--- src/rtl/sram_pkg.sv ---
// Shared definitions for the board SRAM access controller: bus widths,
// FSM state encoding and the inactive byte-enable pattern.
package sram_pkg;

  localparam int SRAM_AW = 18;
  localparam int SRAM_DW = 16;

  localparam logic [1:0] BE_NONE = 2'b11;

  typedef enum logic [1:0] {
    IDLE,
    ACCESS,
    TURN
  } sram_state_t;

endpackage

--- src/rtl/sram_ctrl.sv ---
// Single-client controller for the 256K x 16 asynchronous SRAM: one request at a
// time, strobes held for ACCESS_CYCLES, optional write turnaround, registered read data.
module sram_ctrl
  import sram_pkg::*;
#(
  parameter int ACCESS_CYCLES = 2,
  parameter int TURN_CYCLES   = 1
) (
  input  logic               iCLK,
  input  logic               iRST,
  input  logic               iREQ,
  input  logic               iWR,
  input  logic [SRAM_AW-1:0] iADDR,
  input  logic [SRAM_DW-1:0] iWDATA,
  input  logic [1:0]         iBE_N,
  output logic               oACK,
  output logic [SRAM_DW-1:0] oRDATA,
  output logic               oRVALID,
  output logic               oBUSY,
  output logic [SRAM_AW-1:0] oS_ADDR,
  output logic [SRAM_DW-1:0] oS_DATA,
  input  logic [SRAM_DW-1:0] iS_DATA,
  output logic               oS_WE_N,
  output logic               oS_OE_N,
  output logic               oS_CE_N,
  output logic [1:0]         oS_BE_N
);

  localparam int CW = $clog2(ACCESS_CYCLES + 1);
  localparam int TW = (TURN_CYCLES > 0) ? $clog2(TURN_CYCLES + 1) : 1;

  sram_state_t        state_q, state_d;
  logic [CW-1:0]      cnt_q, cnt_d;
  logic [TW-1:0]      turn_q, turn_d;
  logic               wr_q;
  logic [1:0]         be_q;
  logic [SRAM_AW-1:0] addr_q;
  logic [SRAM_DW-1:0] wdata_q;
  logic [SRAM_DW-1:0] rdata_q;
  logic               rvalid_q;
  logic               ce_n_q, oe_n_q, we_n_q;
  logic [1:0]         be_n_q;

  logic               ce_n_d, oe_n_d, we_n_d;
  logic [1:0]         be_n_d;
  logic               accept;
  logic               rd_done;

  // Reset gates the handshake so a held request is never acknowledged during reset.
  assign accept  = iREQ && !iRST && (state_q == IDLE);
  assign rd_done = (state_q == ACCESS) && !wr_q && (cnt_q == '0);

  // NOTE: every register uses <= so all of them update from pre-edge values.
  always_ff @(posedge iCLK) begin
    if (iRST) begin
      state_q  <= IDLE;
      cnt_q    <= '0;
      turn_q   <= '0;
      wr_q     <= 1'b0;
      be_q     <= BE_NONE;
      addr_q   <= '0;
      wdata_q  <= '0;
      rdata_q  <= '0;
      rvalid_q <= 1'b0;
      ce_n_q   <= 1'b1;
      oe_n_q   <= 1'b1;
      we_n_q   <= 1'b1;
      be_n_q   <= BE_NONE;
    end else begin
      state_q  <= state_d;
      cnt_q    <= cnt_d;
      turn_q   <= turn_d;
      ce_n_q   <= ce_n_d;
      oe_n_q   <= oe_n_d;
      we_n_q   <= we_n_d;
      be_n_q   <= be_n_d;
      rvalid_q <= rd_done;
      if (rd_done) rdata_q <= iS_DATA;
      if (accept) begin
        wr_q    <= iWR;
        be_q    <= iBE_N;
        addr_q  <= iADDR;
        wdata_q <= iWDATA;
      end
    end
  end

  // NOTE: defaults first so every path assigns each signal and no latch is inferred.
  always_comb begin
    state_d = state_q;
    cnt_d   = cnt_q;
    turn_d  = turn_q;
    unique case (state_q)
      IDLE: begin
        if (accept) begin
          state_d = ACCESS;
          cnt_d   = CW'(ACCESS_CYCLES - 1);
        end
      end
      ACCESS: begin
        if (cnt_q == '0) begin
          if (wr_q && (TURN_CYCLES > 0)) begin
            state_d = TURN;
            turn_d  = TW'(TURN_CYCLES - 1);
          end else begin
            state_d = IDLE;
          end
        end else begin
          cnt_d = cnt_q - CW'(1);
        end
      end
      TURN: begin
        if (turn_q == '0) state_d = IDLE;
        else              turn_d  = turn_q - TW'(1);
      end
      default: state_d = IDLE;
    endcase
  end

  // Strobes are decoded from the next state and registered, so they are glitch-free.
  always_comb begin
    logic       acc_nxt;
    logic       wr_nxt;
    logic [1:0] be_nxt;
    acc_nxt = (state_d == ACCESS);
    wr_nxt  = accept ? iWR   : wr_q;
    be_nxt  = accept ? iBE_N : be_q;
    ce_n_d  = !acc_nxt;
    oe_n_d  = !(acc_nxt && !wr_nxt);
    we_n_d  = !(acc_nxt && wr_nxt);
    be_n_d  = acc_nxt ? be_nxt : BE_NONE;
  end

  assign oACK    = accept;
  assign oBUSY   = (state_q != IDLE);
  assign oRDATA  = rdata_q;
  assign oRVALID = rvalid_q;
  assign oS_ADDR = addr_q;
  assign oS_DATA = wdata_q;
  assign oS_CE_N = ce_n_q;
  assign oS_OE_N = oe_n_q;
  assign oS_WE_N = we_n_q;
  assign oS_BE_N = be_n_q;

endmodule

--- config.mk ---
export PLATFORM = sky130hd
export DESIGN_NAME = sram_ctrl
export DESIGN_NICKNAME = d
export VERILOG_FILES = /design/src/rtl/sram_pkg.sv /design/src/rtl/sram_ctrl.sv
export SDC_FILE = /design/constraint.sdc
export NUM_CORES = 1
export LEC_CHECK = 0
export BUFFER_PORTS_ARGS = -buffer_cell sky130_fd_sc_hd__clkbuf_2
export CORE_MARGIN = 3
export CORE_UTILIZATION = 48
export CTS_BUF_LIST = sky130_fd_sc_hd__clkbuf_16
export CTS_CLUSTER_DIAMETER = 120
export DETAILED_ROUTE_END_ITERATION = 10
export PLACE_DENSITY = 0.83
export REMOVE_ABC_BUFFERS = 1
export SYNTH_ARGS = -nofsm -noshare
export SYNTH_HDL_FRONTEND = slang
export SYNTH_SLANG_ARGS = --single-unit
--- constraint.sdc ---
create_clock -name iCLK -period 2.9 [get_ports iCLK]
set_input_delay 0.87 -clock iCLK [delete_from_list [all_inputs] [get_ports iCLK]]
set_output_delay 0.87 -clock iCLK [all_outputs]
set_load 0.005 [all_outputs]
---- Yosys cells after proc, flatten, opt, wreduce, memory -nomap -nowiden ----
Cells that the tools add are included.
operators by class
  bitwise logic cells ..................... 1
  reduce and logical (&&, ||, !) cells .... 20
  add/sub/neg operators ................... 2
  muxes and demuxes ....................... 14
  eq/ne operators ......................... 7
operators with widths
  cell                                                 number
  2-to-1 mux 2 bit                                     7
  logical AND 1 bit                                    6
  logical NOT 1 bit                                    6
  != test 2 bit, second input constant                 3
  one-hot mux 2 bit (3 select lines)                   1
  AND reduction 3 bit                                  2
  nonzero test 2 bit                                   3
  equality test 2 x 1 -> 1 bit, second input constant  2
  logical NOT 2 bit                                    2
  2-to-1 mux 1 bit                                     4
  one-hot mux 2 bit (2 select lines)                   1
  equality test 2 bit, second input constant           1
  != test 2 x 1 -> 1 bit, second input constant        1
  one-hot mux 1 bit (2 select lines)                   1
  OR reduction 2 bit                                   1
  subtractor 2 x 1 -> 2 bit, second input constant     1
  NOT 1 bit                                            1
  subtractor 1 bit, second input constant              1
storage, ports and cells
  logic and storage cells ................. 57
  output and inout bits ................... 58
  flip-flop bits (word level) ............. 64
  bits of input ports ..................... 56

---- Longest topological paths before layout ----
  depth in word-level cells ............... 8
  gate-level depth with buffers ........... 7
  gate-level depth less buffers ........... 5

---- Worst setup path after synthesis ----
OpenSTA, ideal clock, no wires.
  path type ............................... input to output
  start ................................... in iRST
  end ..................................... out oACK
  path buffers ............................ 2
  cell stages on the path ................. 3
  arrival ................................. 1465 ps
  data required time ...................... 2030 ps
  setup slack ............................. 565 ps
  cell sequence ........................... nor4b_2 -> buf_6 -> buf_4
on the way
  cells in the longest elaborated chain, start to end .. 3
RTL lines
  what                            line             source
  from (decl)                     sram_ctrl.sv:10  input logic iRST,
  logical NOT 1 bit               sram_ctrl.sv:50  assign accept = iREQ && !iRST && (state_q == IDLE);
  logical AND 1 bit (2 in a row)  sram_ctrl.sv:50
  to (decl)                       sram_ctrl.sv:16  output logic oACK,
Every way passes these cells.

---- Worst setup path in the final report ----
  start ................................... in iREQ
  end ..................................... out oACK
on the way
  cells in the longest elaborated chain, start to end .. 2
RTL lines
  what                            line             source
  from (decl)                     sram_ctrl.sv:11  input logic iREQ,
  logical AND 1 bit (2 in a row)  sram_ctrl.sv:50
Every way passes these cells.

==> flow_metrics.env <==
export IMPL_grt_pass1_vias=1837
export IMPL_setup_viol=0
export IMPL_grt_antenna_before_repair=0
export IMPL_synth_area_top_cells="dfxtp_1, nand2_1, nand2b_1"
export IMPL_seqCellArea_mm2=0.00126
export IMPL_ys_ff_latch=63
export IMPL_start_util=0.513
export IMPL_grt_total_usage=0.183
export IMPL_synth_top_family_by_area="simple AND/OR/NAND/NOR gates"
export IMPL_max_cap_violations=0
export IMPL_dieArea_mm2=0.00568
export IMPL_via_count=2092
export IMPL_area_delta_synth_final_pct=34.1
export IMPL_first_pass_iters=4
export IMPL_tightest_slew_ns=0.673
export IMPL_power_leakage_nw=1.41
export IMPL_cp_max_fo=3
export IMPL_ctsHoldBuffers=0
export IMPL_syn_area_per_cell_um2=8.74
export IMPL_final_hold_violation_count=0
export IMPL_place_area_mm2=0.00285
export IMPL_grt_max_degree=74
export IMPL_die_y_um=75.4
export IMPL_path_buf_inv=2
export IMPL_synth_seq_area_share=0.546
export IMPL_synth_mux_area_frac=0.0130
export IMPL_io_pins=114
export IMPL_clock_path_buffers=2
export IMPL_final_common_cell="clkbuf_2"
export IMPL_crit_path_end_kind="output pin"
export IMPL_synth_warnings=0
export IMPL_ir_worst_vdd_uv=438
export IMPL_reg2reg_depth=4
export IMPL_clk_latency_ns=0.31
export IMPL_power_density_mw_per_mm2=668
export IMPL_yosysTopAreaCell="dfxtp_1"
export IMPL_port_buffers=113
export IMPL_drcViolationCount=0
export IMPL_rows=24
export IMPL_worstPathCellList="clkbuf_2 -> nor4b_4 -> clkbuf_2"
export IMPL_final_util=0.687
export IMPL_n_fill_cell=356
export IMPL_cts_sinks=63
export IMPL_viasPerCell=4.91
export IMPL_fmaxAchievable_ghz=0.447
export IMPL_min_from="oRDATA[1]"
export IMPL_dp_hpwl_mm=3.63
export IMPL_multi_input_area_um2=935
export IMPL_cts_setup_buffers=0
export IMPL_synth_cell_types=24
export IMPL_hold_depth=2
export IMPL_relSlewSlack=0.549
export IMPL_drtAntennaViolNets=0
export IMPL_nets=430
export IMPL_place_congestion=0.703
export IMPL_drtIter0Drc=61
export IMPL_dieWidth_um=75.4
export IMPL_h_tree_depth=3
export IMPL_crit_path_start_kind="input pin"
export IMPL_worstHoldEndpoint="oRDATA[1]"
export IMPL_synth_simple_area_share=0.255
export IMPL_mostFrequentLayoutCells="clkbuf_2, nand2_1, dfxtp_1"
export IMPL_root_buffer="clkbuf_16"
export IMPL_synth_area_mm2=0.00231
export IMPL_drt_wl_total_mm=5.07
export IMPL_grt_pass1_wl_mm=7.76
export IMPL_synth_compound_area_frac=0.122
export IMPL_r2r_end="wr_q"
export IMPL_slowest_stage="nor4b_4"
export IMPL_finalMaxSlewViolations=0
export IMPL_finalCritPeriodShare=0.772
export IMPL_post_drt_wl_per_cell_um=11.9
export IMPL_arrival_ns=1.37
export IMPL_synthXorXnorAreaFrac=0
export IMPL_finalPower_w=0.00207
export IMPL_r2r_setup_slack_ns=1.09
export IMPL_hp_class="reg -> reg"
export IMPL_critical_path_class="in -> out"
export IMPL_synth_cells=264
export IMPL_critical_path_top_delay_family="buffers and inverters"
export IMPL_fin_area_mm2=0.00310
export IMPL_rsz0062_at_grt="false"
export IMPL_period_needed_ns=2.24
export IMPL_path_clk_slew_ns=0.05
export IMPL_status="finished clean"
export IMPL_rr_startpoint="state_q[0]"
export IMPL_cts_resized=0
export IMPL_max_stage_delay_ns=0.21
export IMPL_layout_drive_gt1_share=0.345
export IMPL_antenna_cells=0
export IMPL_tritoncts="yes"
export IMPL_required_ns=2.03
export IMPL_tns_ns=0
export IMPL_synth_top_cell_area_share=0.546
export IMPL_coreArea_mm2=0.00450
export IMPL_synthAdderAreaFrac=0.0108
export IMPL_clock_skew_ns=0.00684
export IMPL_gr_total_overflow=0
export IMPL_crit_path_frequent_cell="clkbuf_2"
export IMPL_startpoint="iREQ"
export IMPL_numCtsBuffers=9
per-layer routing:
layer / global-route usage / part of all wire / vias up
li1: - / - / 1071
met1: 0.209 / 0.44 / 923
met2: 0.291 / 0.44 / 88
met3: 0.0831 / 0.11 / 10
met4: 0.0874 / 0.020 / 0
met5: 0 / 0 / -
power by group:
part / internal (W) / switching (W) / total (W)
Clock: 0.000550 / 0.000318 / 0.000869
Sequential: 0.000932 / 0.0000365 / 0.000969
Combinational: 0.000114 / 0.000118 / 0.000231
synthesized netlist by cell type:
master / number
nor2_1: 5
inv_1: 3
o2111a_1: 1
or2_2: 1
a21oi_1: 16
buf_2: 2
o41ai_1: 1
nor3b_1: 1
o21ai_0: 35
dfxtp_1: 63
buf_4: 4
a211oi_1: 1
nand4bb_1: 1
nand2b_1: 37
mux2i_1: 3
buf_6: 3
nand2_1: 71
clkbuf_2: 2
nor4b_2: 1
nand4b_1: 1
ha_1: 2
nor3_1: 2
clkbuf_1: 7
and4bb_2: 1
flip-flops by register name (all words and copies together), names as in the netlist:
| signal | flops |
|---|---|
| wr_q | 1 |
| cnt_q | 2 |
| oS_BE_N | 2 |
| state_q | 2 |
| oS_WE_N | 1 |
| oRDATA | 16 |
| oS_ADDR | 18 |
| oS_CE_N | 1 |
| oS_OE_N | 1 |
| oS_DATA | 16 |
| be_q | 2 |
| oRVALID | 1 |
tightest hold or removal path: stages, from the launching register on:
cell,delay [ns]
dfxtp_1,0.30
nand2_1,0.05
a21oi_1,0.05
logic make-up after synthesis:
family | after synthesis
AOI/OAI and AO/OA | 54
buffers and inverters | 21
muxes | 3
DFF | 63
adders and majority gates | 2
and+or+nand+nor | 121
through the flow:
step	hold slack (ns)	cells	setup slack (ns)
6_report	0.455	426	0.661
5_1_grt	0.478	426	0.643
4_1_cts	0.455	426	0.668
3_5_place_dp	0.449	413	0.574
3_3_place_gp	0.443	413	0.636
2_1_floorplan	0.431	246	-1.60
area by class of cell:
type / instances / area share
clock inverter: 4 / 0.00566
tap: 52 / 0.0210
timing repair buffer: 115 / 0.188
sequential: 63 / 0.407
inverter: 3 / 0.00364
clock buffer: 9 / 0.0728
multi-input combinational: 180 / 0.302
worst max path at each step:
stage               endpoint  depth (start not counted)
floorplan               oACK                          1
detailed placement      wr_q                          5
CTS                     oACK                          3
global placement        wr_q                          5
finish                  oACK                          3
global route            oACK                          3
Power figures use the tool's default switching activity.
